## config.mk

```make
export PLATFORM = sky130hd
export DESIGN_NAME = geofence_driver
export DESIGN_NICKNAME = d
export VERILOG_FILES = /design/src/rtl/geofence_pkg.sv /design/src/rtl/geofence_obj_buf.sv /design/src/rtl/geofence_driver.sv
export SDC_FILE = /design/constraint.sdc
export NUM_CORES = 1
export LEC_CHECK = 0
export CAP_MARGIN = 20
export CORE_MARGIN = 4
export CORE_UTILIZATION = 45
export DETAILED_ROUTE_END_ITERATION = 10
export PLACE_DENSITY = 0.67
export SLEW_MARGIN = 20
export SYNTH_ARGS = -nofsm -noshare
export SYNTH_HDL_FRONTEND = slang
export SYNTH_SLANG_ARGS = --single-unit
```

## constraint.sdc

```tcl
create_clock -name clk -period 5.6 [get_ports clk]
set_clock_uncertainty 0.15 [all_clocks]
set_input_delay 0.56 -clock clk [delete_from_list [all_inputs] [get_ports clk]]
set_output_delay 0.56 -clock clk [all_outputs]
set_load 0.005 [all_outputs]
```

## src/rtl/geofence_pkg.sv

```systemverilog
// Shared types for the geofence driver: point record, buffer geometry and
// the driver FSM state encoding.
package geofence_pkg;

    localparam int COORD_W = 11;
    localparam int NUM_PTS = 6;

    typedef struct packed {
        logic [COORD_W-1:0] x;
        logic [COORD_W-1:0] y;
    } point_t;

    typedef enum logic [1:0] {
        HOLD   = 2'd0,
        FEED   = 2'd1,
        WAIT   = 2'd2,
        REPORT = 2'd3
    } drv_state_t;

endpackage

```

## src/rtl/geofence_obj_buf.sv

```systemverilog
// Two-slot ping-pong object buffer: six points per slot, written in arrival
// order, read by (slot, index) while the other slot may still be filling.
module geofence_obj_buf
    import geofence_pkg::*;
(
    input  logic       clk,
    input  logic       rst_n,
    input  logic       wr_valid_i,
    input  point_t     wr_pt_i,
    output logic       wr_ready_o,
    input  logic       rd_slot_i,
    input  logic [2:0] rd_idx_i,
    output point_t     rd_pt_o,
    output logic [1:0] full_o,
    input  logic       release_i
);

    point_t     mem_q [2][NUM_PTS];
    logic       wr_slot_q, wr_slot_d;
    logic [2:0] wr_idx_q, wr_idx_d;
    logic [1:0] full_q, full_d;
    logic       wr_fire;

    assign wr_ready_o = ~full_q[wr_slot_q];
    assign wr_fire    = wr_valid_i && wr_ready_o;
    assign full_o     = full_q;
    assign rd_pt_o    = mem_q[rd_slot_i][rd_idx_i];

    // A write only ever targets an empty slot and a release only a full one,
    // so the two updates of full_d never collide on the same bit.
    always_comb begin
        wr_slot_d = wr_slot_q;
        wr_idx_d  = wr_idx_q;
        full_d    = full_q;
        if (release_i) begin
            full_d[rd_slot_i] = 1'b0;
        end
        if (wr_fire) begin
            if (wr_idx_q == 3'(NUM_PTS - 1)) begin
                wr_idx_d          = 3'd0;
                wr_slot_d         = ~wr_slot_q;
                full_d[wr_slot_q] = 1'b1;
            end else begin
                wr_idx_d = wr_idx_q + 3'd1;
            end
        end
    end

    always_ff @(posedge clk or negedge rst_n) begin
        if (!rst_n) begin
            wr_slot_q <= 1'b0;
            wr_idx_q  <= 3'd0;
            full_q    <= 2'b00;
        end else begin
            wr_slot_q <= wr_slot_d;
            wr_idx_q  <= wr_idx_d;
            full_q    <= full_d;
        end
    end

    // Storage needs no reset: the full flags gate every read.
    always_ff @(posedge clk) begin
        if (wr_fire) begin
            mem_q[wr_slot_q][wr_idx_q] <= wr_pt_i;
        end
    end

endmodule

```

## src/rtl/geofence_driver.sv

```systemverilog
// Initiator for the geofence core: buffers objects, feeds P0..P5 on
// consecutive edges, waits for the verdict under a watchdog, reports it.
module geofence_driver #(
    parameter int COORD_W = geofence_pkg::COORD_W,
    parameter int TIMEOUT = 64,
    parameter int ID_W    = 8
) (
    input  logic               clk,
    input  logic               reset,
    input  logic               in_valid,
    output logic               in_ready,
    input  logic [COORD_W-1:0] in_x,
    input  logic [COORD_W-1:0] in_y,
    output logic               gf_reset,
    output logic [COORD_W-1:0] gf_x,
    output logic [COORD_W-1:0] gf_y,
    input  logic               gf_valid,
    input  logic               gf_inside,
    output logic               res_valid,
    input  logic               res_ready,
    output logic               res_inside,
    output logic               res_timeout,
    output logic [ID_W-1:0]    res_id
);

    import geofence_pkg::*;

    localparam int WD_W = (TIMEOUT > 1) ? $clog2(TIMEOUT) : 1;

    drv_state_t         state_q, state_d;
    logic [2:0]         k_q, k_d;
    logic               rd_slot_q, rd_slot_d;
    logic [WD_W-1:0]    wd_q, wd_d;
    logic               gf_reset_q, gf_reset_d;
    logic [COORD_W-1:0] gf_x_q, gf_x_d, gf_y_q, gf_y_d;
    logic               res_valid_q, res_valid_d;
    logic               res_inside_q, res_inside_d;
    logic               res_timeout_q, res_timeout_d;
    logic [ID_W-1:0]    res_id_q, res_id_d;

    point_t             wr_pt, rd_pt;
    logic [2:0]         rd_idx;
    logic [1:0]         buf_full;
    logic               buf_release;

    assign wr_pt.x = in_x;
    assign wr_pt.y = in_y;
    // During FEED the read port looks one point ahead of k; in HOLD it shows P0.
    assign rd_idx  = (state_q == FEED && k_q != 3'(NUM_PTS - 1)) ? k_q + 3'd1 : 3'd0;

    geofence_obj_buf u_buf (
        .clk        (clk),
        .rst_n      (reset),
        .wr_valid_i (in_valid),
        .wr_pt_i    (wr_pt),
        .wr_ready_o (in_ready),
        .rd_slot_i  (rd_slot_q),
        .rd_idx_i   (rd_idx),
        .rd_pt_o    (rd_pt),
        .full_o     (buf_full),
        .release_i  (buf_release)
    );

    always_comb begin
        state_d       = state_q;
        k_d           = k_q;
        rd_slot_d     = rd_slot_q;
        wd_d          = wd_q;
        gf_reset_d    = gf_reset_q;
        gf_x_d        = gf_x_q;
        gf_y_d        = gf_y_q;
        res_valid_d   = res_valid_q;
        res_inside_d  = res_inside_q;
        res_timeout_d = res_timeout_q;
        res_id_d      = res_id_q;
        buf_release   = 1'b0;

        if (res_valid_q && res_ready) begin
            res_valid_d = 1'b0;
            res_id_d    = res_id_q + 1'b1;
        end

        unique case (state_q)
            HOLD: begin
                gf_reset_d = 1'b1;
                gf_x_d     = '0;
                gf_y_d     = '0;
                if (buf_full[rd_slot_q] && !res_valid_q) begin
                    state_d    = FEED;
                    gf_reset_d = 1'b0;
                    gf_x_d     = rd_pt.x;
                    gf_y_d     = rd_pt.y;
                    k_d        = 3'd0;
                end
            end
            FEED: begin
                if (k_q != 3'(NUM_PTS - 1)) begin
                    gf_x_d = rd_pt.x;
                    gf_y_d = rd_pt.y;
                    k_d    = k_q + 3'd1;
                end else begin
                    buf_release = 1'b1;
                    rd_slot_d   = ~rd_slot_q;
                    gf_x_d      = '0;
                    gf_y_d      = '0;
                    wd_d        = '0;
                    state_d     = WAIT;
                end
            end
            WAIT: begin
                wd_d = wd_q + 1'b1;
                // A real answer beats the watchdog when both land together.
                if (gf_valid) begin
                    res_inside_d  = gf_inside;
                    res_timeout_d = 1'b0;
                    res_valid_d   = 1'b1;
                    gf_reset_d    = 1'b1;
                    state_d       = REPORT;
                end else if (wd_q == WD_W'(TIMEOUT - 1)) begin
                    res_inside_d  = 1'b0;
                    res_timeout_d = 1'b1;
                    res_valid_d   = 1'b1;
                    gf_reset_d    = 1'b1;
                    state_d       = REPORT;
                end
            end
            REPORT: begin
                state_d = HOLD;
            end
            default: begin
                state_d = HOLD;
            end
        endcase
    end

    always_ff @(posedge clk or negedge reset) begin
        if (!reset) begin
            state_q       <= HOLD;
            k_q           <= 3'd0;
            rd_slot_q     <= 1'b0;
            wd_q          <= '0;
            gf_reset_q    <= 1'b1;
            gf_x_q        <= '0;
            gf_y_q        <= '0;
            res_valid_q   <= 1'b0;
            res_inside_q  <= 1'b0;
            res_timeout_q <= 1'b0;
            res_id_q      <= '0;
        end else begin
            state_q       <= state_d;
            k_q           <= k_d;
            rd_slot_q     <= rd_slot_d;
            wd_q          <= wd_d;
            gf_reset_q    <= gf_reset_d;
            gf_x_q        <= gf_x_d;
            gf_y_q        <= gf_y_d;
            res_valid_q   <= res_valid_d;
            res_inside_q  <= res_inside_d;
            res_timeout_q <= res_timeout_d;
            res_id_q      <= res_id_d;
        end
    end

    assign gf_reset    = gf_reset_q;
    assign gf_x        = gf_x_q;
    assign gf_y        = gf_y_q;
    assign res_valid   = res_valid_q;
    assign res_inside  = res_inside_q;
    assign res_timeout = res_timeout_q;
    assign res_id      = res_id_q;

endmodule

```

==> flow_metrics.env, run 1 <==
export IMPL_ff2ff_setup_slack_ns=2.35
export IMPL_io_buffer_count=62
export IMPL_top_usage_layer="met2"
export IMPL_diodes=0
export IMPL_syn_nets=873
export IMPL_grtUsageMet3_pct=2.59
export IMPL_synth_cells=838
export IMPL_leakage_nw=4.96
export IMPL_setup_viol=0
export IMPL_maxCapViolCount=0
export IMPL_synth_edf_count=264
export IMPL_start_util_pct=45.7
export IMPL_final_cells=1306
export IMPL_synth_seq_area_share_pct=72.7
export IMPL_final_common_cell="edfxtp_1"
export IMPL_cpMostUsedCell="buf_4"
export IMPL_rsz0062_at_grt="no"
export IMPL_grt_pass1_vias=7400
export IMPL_post_route_min_period_ns=3.25
export IMPL_drt_iter0_markers=639
export IMPL_arrival_ns=3.52
export IMPL_synth_cell_types=49
export IMPL_fmax_ghz=0.308
export IMPL_grt_overflow=0
export IMPL_grt_max_degree=94
export IMPL_syn_area_per_cell_sq_um=15.2
export IMPL_drc_errors=0
export IMPL_synth_xor_area_share_pct=0.759
export IMPL_clk_latency_ns=0.50
export IMPL_r2r_end="gf_y[6]"
export IMPL_hold_class="in -> async"
export IMPL_grt_pass1_wl_um=41900
export IMPL_h_tree_depth=2
export IMPL_drtPass1Iterations=5
export IMPL_required_ns=5.87
export IMPL_relSlewSlack_pct=28.7
export IMPL_synth_compound_area_share_pct=11.7
export IMPL_p_per_area_nw_per_um2=505
export IMPL_ys_warn_count=0
export IMPL_cts_tree="built"
export IMPL_fillers=2283
export IMPL_gp_congestion=0.759
export IMPL_synth_top_area_share_pct=62.4
export IMPL_grt_antenna_before_repair=0
export IMPL_path_max_fanout=93
export IMPL_max_stage_delay_ns=0.99
export IMPL_cts_root_buffer_cell="clkbuf_16"
export IMPL_cts_buffers=34
export IMPL_r2r_start="k_q[0]"
export IMPL_synth_fa_ha_area_share_pct=0.690
export IMPL_ys_flop_type="edfxtp_1"
export IMPL_die_x_um=176
export IMPL_crit_buf_inv=2
export IMPL_post_cts_buffers=0
export IMPL_syn_area_sq_um=12700
export IMPL_rows=61
export IMPL_end_kind="flop"
export IMPL_cts_repair_resized=0
export IMPL_synth_seq_cells=316
export IMPL_synth_area_mux_share_pct=4.87
export IMPL_core_area_sq_um=27800
export IMPL_finalSetupTns_ns=0
export IMPL_routed_via_density=5.66
export IMPL_cp_start_kind="flop"
export IMPL_cpLargestDelayFamily="simple AND/OR/NAND/NOR gates"
export IMPL_nets=938
export IMPL_synth_simple_area_share_pct=7.07
export IMPL_rr_worst_depth=6
export IMPL_seq_area_sq_um=9230
export IMPL_vias=7396
export IMPL_final_cell_mix="edfxtp_1, a21oi_1, clkdlybuf4s50_1"
export IMPL_final_period_utilization_pct=58.0
export IMPL_final_antenna_net_count=0
export IMPL_path_clk_slew_ns=0.06
export IMPL_tightest_slew_ns=1.07
export IMPL_grt_util_met2_pct=28.6
export IMPL_hpwl_um=14700
export IMPL_hold_viol_final=0
export IMPL_ir_worst_vdd_uv=264
export IMPL_outcome="complete, no violations"
export IMPL_yosysTopAreaCell="edfxtp_1"
export IMPL_dieArea_sq_um=31000
export IMPL_worst_setup_path_type="reg -> reg"
export IMPL_wl_per_cell_um=20.7
export IMPL_drt_wl_total_um=27000
export IMPL_placed_cells=1245
export IMPL_drive_gt1_share_pct=12.0
export IMPL_maxSlewViolCount=0
export IMPL_multi_input_area_sq_um=3250
export IMPL_clockBufferDepth=3
export IMPL_grt_usage_pct=17.4
export IMPL_io_pins=63
export IMPL_synthArstFlopShare_pct=16.5
export IMPL_clock_sinks=316
export IMPL_synth_top_family_by_area="compound AO/OA/AOI/OAI gates"
export IMPL_cp_cell_sequence="buf_4, nand2b_2, buf_4, a221oi_1, or3_1, o211ai_1"
export IMPL_slowest_stage="nand2b_2"
export IMPL_synthTopCellsByArea="edfxtp_1, dfrtp_1, a21oi_1"
export IMPL_syn_to_final_growth_pct=16.6
export IMPL_met1_usage_pct=24.4
export IMPL_die_y_um=176
export IMPL_hold_buffers=0
sequential cells by signal (all words and copies together) (netlist names), 2 cells and up:
name and cells:
u_buf.wr_idx_q 3, wd_q 6, state_q 2, gf_y 11, gf_x 11, k_q 3, u_buf.full_o 2, res_id 8
u_buf.mem_q 264
layout make-up:
type,instances,area share [%]
clock inverters,15,0.482
well taps,378,3.19
clock buffers,46,6.40
multi-input cells,455,22.0
repair buffers,86,5.37
inverters,10,0.253
flip-flops and latches,316,62.3
cell families (layout without fill, tap and decap cells):
kind of cell    after synthesis  in the layout
mux                          32             32
simple gates                174            174
fa+ha+maj                     7              7
compound gates              231            231
buf+inv                      67            157
xor+xnor                     11             11
flops                       316            316
worst reg2reg max path: stages, from the launching register on:
cell	delay (ns)
dfrtp_2	0.36
buf_4	0.79
nand2b_2	1.03
buf_4	0.34
a221oi_1	0.07
or3_1	0.35
o211ai_1	0.09
Yosys cell counts (2+ instances only):
cell type / n
xor2_1: 3
o31ai_1: 2
a22oi_1: 21
mux2_2: 4
a22o_1: 2
buf_1: 7
mux2i_1: 6
edfxtp_1: 264
nor2_1: 33
nand2b_1: 26
a21oi_1: 91
o22ai_1: 21
nor2b_1: 25
dfrtp_1: 51
nand2_1: 40
nor4_1: 4
or3_1: 22
nand3b_1: 3
o21ai_0: 16
a221oi_1: 21
a211oi_1: 22
ha_1: 7
buf_2: 10
mux4_1: 7
buf_4: 2
clkbuf_1: 36
and3_1: 4
a21o_1: 2
nand3_1: 9
inv_1: 8
mux4_2: 14
o211ai_1: 25
xnor2_1: 8
a32o_1: 2
nor3_1: 6
per-stage QoR:
step	hold WS (ns)	util, %	cell area [sq um]	power, W	setup slack (ns)
6_report	0.0604	53.3	14800	0.00748	2.35
5_1_grt	0.112	53.3	14800	0.00790	2.16
4_1_cts	0.0740	53.3	14800	0.00755	2.37
3_5_place_dp	0.320	49.6	13800	0.00551	2.37
3_3_place_gp	0.311	49.6	13800	0.00544	2.41
2_1_floorplan	0.114	-	12700	0.00468	1.62
worst max path at each step:
stage | depth (start not counted) | endpoint | start
after detailed placement | 6 | gf_y[8] | k_q[0]
after global routing | 6 | gf_y[3] | k_q[0]
after global placement | 6 | gf_y[6] | k_q[0]
final | 6 | gf_y[6] | k_q[0]
after CTS | 6 | gf_y[5] | k_q[0]
after floorplan | 4 | u_buf.mem_q[1][0] | u_buf.wr_slot_q
metal layers:
layer / routed length (um) / share of wire, %
met5: 0 / 0
met1: 11800 / 44
met3: 1570 / 5.8
met2: 13100 / 49
met4: 553 / 2.0
power breakdown:
group / total [W] / internal (W) / switching, W / leakage [nW]
Combinational: 0.00234 / 0.000937 / 0.00141 / 1.41
Clock: 0.00205 / 0.00118 / 0.000862 / 0.499
Sequential: 0.00310 / 0.00290 / 0.000191 / 3.05
No activity file was read; power rests on OpenSTA's default activity.
==> run 2, diff against run 1 <==
==> constraint.sdc (replaced) <==
create_clock -name clk -period 3.1 [get_ports clk]
set_clock_uncertainty 0.15 [all_clocks]
set_input_delay 0.31 -clock clk [delete_from_list [all_inputs] [get_ports clk]]
set_output_delay 0.31 -clock clk [all_outputs]
set_load 0.005 [all_outputs]
==> flow_metrics.env, run 2 (synthesis gave the netlist of run 1 again) <==
export IMPL_syn_to_final_growth_pct=18.2
export IMPL_setup_viol=0
export IMPL_placed_area_sq_um=13900
export IMPL_hold_ws_ns=0.295
export IMPL_r2r_start="u_buf.wr_slot_q"
export IMPL_io_pins=63
export IMPL_path_clk_slew_ns=0.06
export IMPL_maxSlewViolCount=0
export IMPL_outcome="complete, no violations"
export IMPL_grt_pass1_wl_um=44100
export IMPL_largest_reg_flops=264
export IMPL_p_int_w=0.00935
export IMPL_top_register="u_buf.mem_q"
export IMPL_die_y_um=176
export IMPL_final_cell_mix="edfxtp_1, a21oi_1, clkdlybuf4s50_1"
export IMPL_hpwl_um=15900
export IMPL_r2r_end="u_buf.mem_q[1][51]"
export IMPL_cts_tree="built"
export IMPL_dp_slack_ns=0.638
export IMPL_placed_cells=1255
export IMPL_startpoint="u_buf.wr_slot_q"
export IMPL_grt_usage_pct=18.4
export IMPL_highest_layer="met4"
export IMPL_h_tree_depth=2
export IMPL_hold_viol_final=0
export IMPL_cp_start_kind="flop"
export IMPL_drt_iter0_markers=671
export IMPL_hold_class="in -> reg"
export IMPL_comb_power_share_pct=32.5
export IMPL_leakage_nw=5.06
export IMPL_clockPowerShare_pct=27.5
export IMPL_grt_max_degree=92
export IMPL_drc_errors=0
export IMPL_dieArea_sq_um=31000
export IMPL_relSlewSlack_pct=28.9
export IMPL_p_switching_w=0.00464
export IMPL_nets=949
export IMPL_diodes=0
export IMPL_vias=7511
export IMPL_rsz0062_at_grt="no"
export IMPL_fin_util_pct=54.0
export IMPL_p_per_area_nw_per_um2=932
export IMPL_arrival_ns=2.48
export IMPL_tightest_slew_ns=1.07
export IMPL_wl_met3_um=1620
export IMPL_clk_latency_ns=0.50
export IMPL_clock_sinks=316
export IMPL_wl_per_cell_um=21.7
export IMPL_core_area_sq_um=27800
export IMPL_rows=61
export IMPL_fmax_ghz=0.402
export IMPL_cts_buffers=34
export IMPL_routed_via_density=5.70
export IMPL_design_area_sq_um=15000
export IMPL_final_cells=1318
export IMPL_grt_pass1_vias=7597
export IMPL_sw_frac_of_total_pct=33.2
export IMPL_final_period_utilization_pct=80.3
export IMPL_gp_congestion=0.746
export IMPL_wl_met1_um=12700
export IMPL_cts_root_buffer_cell="clkbuf_16"
export IMPL_maxCapViolCount=0
export IMPL_grt_overflow=0
export IMPL_end_kind="flop"
export IMPL_drt_wl_total_um=28600
export IMPL_path_max_fanout=22
export IMPL_ff2ff_setup_slack_ns=0.61
export IMPL_worstSetupEndpoint="u_buf.mem_q[1][51]"
export IMPL_rr_worst_depth=6
export IMPL_ir_worst_vdd_uv=574
export IMPL_required_ns=3.10
export IMPL_grt_antenna_before_repair=0
export IMPL_clockBufferDepth=3
export IMPL_post_route_min_period_ns=2.49
export IMPL_drive_gt1_share_pct=13.4
export IMPL_post_cts_buffers=0
export IMPL_start_util_pct=45.7
export IMPL_final_common_cell="edfxtp_1"
export IMPL_worst_setup_path_type="reg -> reg"
export IMPL_final_antenna_net_count=0
export IMPL_drtPass1Iterations=4
export IMPL_setup_slack_ns=0.612
export IMPL_io_buffer_count=62
export IMPL_cts_repair_resized=0
export IMPL_wl_met2_um=13700
export IMPL_p_seq_share_pct=40.0
export IMPL_die_x_um=176
## run 2: changes by cell type in the layout (fill, tap and decap cells not counted), moves of 2 or more
cell,delta
buf_12,+3
buf_4,+7
bufinv_16,+2
clkinv_1,-4
clkinv_4,+2
nor4_2,-2
nor4_4,+2
## run 2: worst min path at each step
stage | slack (ns) | end | cells past startpoint | startpoint
6_report | 0.29 | res_timeout | 2 | gf_valid
2_1_floorplan | -0.14 | gf_x[0] | 0 | reset
5_1_grt | 0.30 | res_timeout | 2 | gf_valid
4_1_cts | 0.28 | res_timeout | 2 | gf_valid
3_3_place_gp | 0.31 | res_id[7] | 1 | res_id[7]
3_5_place_dp | 0.32 | res_id[7] | 1 | res_id[7]
## run 2: cell type report
cell class | instances | area (sq um)
inverter | 10 | 37.5
fill | 2220 | 12800
sequential | 316 | 9230
timing repair buffer | 97 | 918
tap | 378 | 473
clock inverter | 17 | 156
multi-input combinational | 455 | 3270
clock buffer | 45 | 922
## run 2: timing repair
item	4_1_cts	5_1_grt
endpoints found under the hold margin	35	0
endpoints found under the setup margin	0	0
hold buffers	1	0
## run 2: critical path, cell delays in order, from the launching register on
cell      delay [ns]
dfrtp_1         0.62
mux2i_1         0.33
nand3_1         0.11
buf_4           0.19
nand3b_1        0.23
nor2_2          0.12
buf_4           0.37
## run 2: per-stage QoR
stage	total power (W)	setup TNS [ns]
global route	0.0147	0
floorplan	0.00847	-37.77
CTS	0.0141	0
global placement	0.0101	0
finish	0.0140	0
detailed placement	0.0102	0
## run 2: routing by layer
layer	global-route usage [%]	vias up
met5	0	-
li1	-	3425
met4	5.10	0
met1	25.9	3811
met2	30.1	236
met3	3.10	39
## run 2: power by group through the flow
stage	combinational, W	clock, W	sequential [W]
finish	0.00454	0.00385	0.00560
global route	0.00497	0.00412	0.00566
CTS	0.00458	0.00393	0.00560
detailed placement	0.00455	0	0.00568
global placement	0.00444	0	0.00567
floorplan	0.00291	0	0.00555
==> run 3, diff against run 2 <==
==> constraint.sdc (replaced) <==
create_clock -name clk -period 2.5 [get_ports clk]
set_clock_uncertainty 0.15 [all_clocks]
set_input_delay 0.25 -clock clk [delete_from_list [all_inputs] [get_ports clk]]
set_output_delay 0.25 -clock clk [all_outputs]
set_load 0.005 [all_outputs]
==> flow_metrics.env, run 3 (synthesis gave the netlist of run 1 again) <==
export IMPL_io_pins=63
export IMPL_ir_worst_vdd_uv=744
export IMPL_diodes=0
export IMPL_core_area_sq_um=27800
export IMPL_fillers=2222
export IMPL_cts_root_buffer_cell="clkbuf_16"
export IMPL_end_kind="flop"
export IMPL_post_route_min_period_ns=2.21
export IMPL_final_common_cell="edfxtp_1"
export IMPL_clk_latency_ns=0.50
export IMPL_drt_wl_total_um=28700
export IMPL_drc_errors=0
export IMPL_path_max_fanout=32
export IMPL_grt_overflow=0
export IMPL_grt_pass1_vias=7622
export IMPL_grt_pass1_wl_um=45000
export IMPL_rows=61
export IMPL_clockBufferDepth=3
export IMPL_arrival_ns=2.41
export IMPL_ff2ff_setup_slack_ns=0.29
export IMPL_startpoint="state_q[1]"
export IMPL_grt_max_degree=66
export IMPL_hpwl_um=16400
export IMPL_die_x_um=176
export IMPL_maxSlewViolCount=0
export IMPL_cts_tree="built"
export IMPL_syn_to_final_growth_pct=20.2
export IMPL_dieArea_sq_um=31000
export IMPL_path_clk_slew_ns=0.06
export IMPL_drt_iter0_markers=699
export IMPL_outcome="complete, no violations"
export IMPL_p_per_area_nw_per_um2=1150
export IMPL_gp_congestion=0.777
export IMPL_required_ns=2.71
export IMPL_setup_viol=0
export IMPL_routed_via_density=5.74
export IMPL_r2r_start="state_q[1]"
export IMPL_clock_sinks=316
export IMPL_grt_usage_pct=18.8
export IMPL_final_cell_mix="edfxtp_1, a21oi_1, clkdlybuf4s50_1"
export IMPL_grt_antenna_before_repair=0
export IMPL_vias=7623
export IMPL_cp_start_kind="flop"
export IMPL_tightest_slew_ns=0.738
export IMPL_drive_gt1_share_pct=14.4
export IMPL_final_period_utilization_pct=88.3
export IMPL_nets=959
export IMPL_drtPass1Iterations=5
export IMPL_largest_reg_flops=264
export IMPL_hold_class="in -> async"
export IMPL_final_antenna_net_count=0
export IMPL_maxCapViolCount=0
export IMPL_top_register="u_buf.mem_q"
export IMPL_io_buffer_count=62
export IMPL_finalSetupTns_ns=0
export IMPL_worst_setup_path_type="reg -> reg"
export IMPL_rr_worst_depth=8
export IMPL_leakage_nw=5.14
export IMPL_fmax_ghz=0.453
export IMPL_relSlewSlack_pct=50.8
export IMPL_h_tree_depth=2
export IMPL_fin_util_pct=54.9
export IMPL_hold_viol_final=0
export IMPL_rsz0062_at_grt="no"
export IMPL_cts_buffers=34
export IMPL_start_util_pct=45.7
export IMPL_r2r_end="gf_x[1]"
export IMPL_wl_per_cell_um=21.6
export IMPL_die_y_um=176
==> run 3: changes by cell type in the layout (fill, tap and decap cells not counted), sizes merged <==
cell      previous run  this run
buf                 35        45
clkinv              14        17
bufinv               2         1
clkinvlp             0         2
clkbuf              45        40
==> run 3: timing repair <==
action / in CTS / in global routing
hold endpoints to repair: 52 / 0
resized for setup: 0 / 0
setup buffers: 0 / 0
hold buffers: 1 / 0
==> run 3: metrics by stage <==
stage / total power (W) / setup WS [ns] / hold WS [ns] / instances / cell area, sq um
finish: 0.0175 / 0.293 / 0.150 / 1327 / 15300
global route: 0.0185 / 0.113 / 0.197 / 1327 / 15300
CTS: 0.0177 / 0.295 / 0.154 / 1327 / 15300
detailed placement: 0.0130 / 0.325 / 0.146 / 1265 / 14200
global placement: 0.0129 / 0.320 / 0.136 / 1265 / 14200
floorplan: 0.0106 / 0.0225 / -0.196 / 838 / 12800
==> run 3: final cells by class <==
cell class / instances / area, sq um / area share (%)
Tap cell: 378 / 473 / 3.10
Multi-Input combinational cell: 455 / 3330 / 21.8
Inverter: 10 / 37.5 / 0.246
Sequential cell: 316 / 9230 / 60.5
Clock buffer: 40 / 895 / 5.86
Clock inverter: 21 / 138 / 0.902
Timing Repair Buffer: 107 / 1160 / 7.58
==> run 3: metal layers <==
layer	up-vias	wire, um	global-route usage, %
met1	3895	12800	27.3
met5	-	0	0
li1	3451	-	-
met3	45	1670	2.98
met4	0	596	5.33
met2	232	13600	29.8
==> run 3: critical path: stages, from the launching register on <==
cell      delay (ns)
dfrtp_1         0.40
inv_1           0.09
ha_1            0.21
a21boi_4        0.26
nand2b_2        0.11
buf_12          0.19
mux4_2          0.35
a22oi_1         0.17
o211ai_1        0.12
==> run 3: where the power goes <==
part | total (W) | leakage [nW] | internal (W) | switching (W)
clock network | 0.00463 | 0.507 | 0.00267 | 0.00196
registers | 0.00693 | 3.05 | 0.00650 | 0.000431
logic | 0.00595 | 1.58 | 0.00251 | 0.00344
==> run 3: how the worst max path moves through the flow <==
stage	end	depth (start not counted)
after floorplan	u_buf.mem_q[1][66]	3
after global placement	u_buf.mem_q[1][79]	5
after detailed placement	gf_y[7]	7
after CTS	gf_y[7]	7
after global routing	gf_y[7]	7
final	gf_x[1]	8
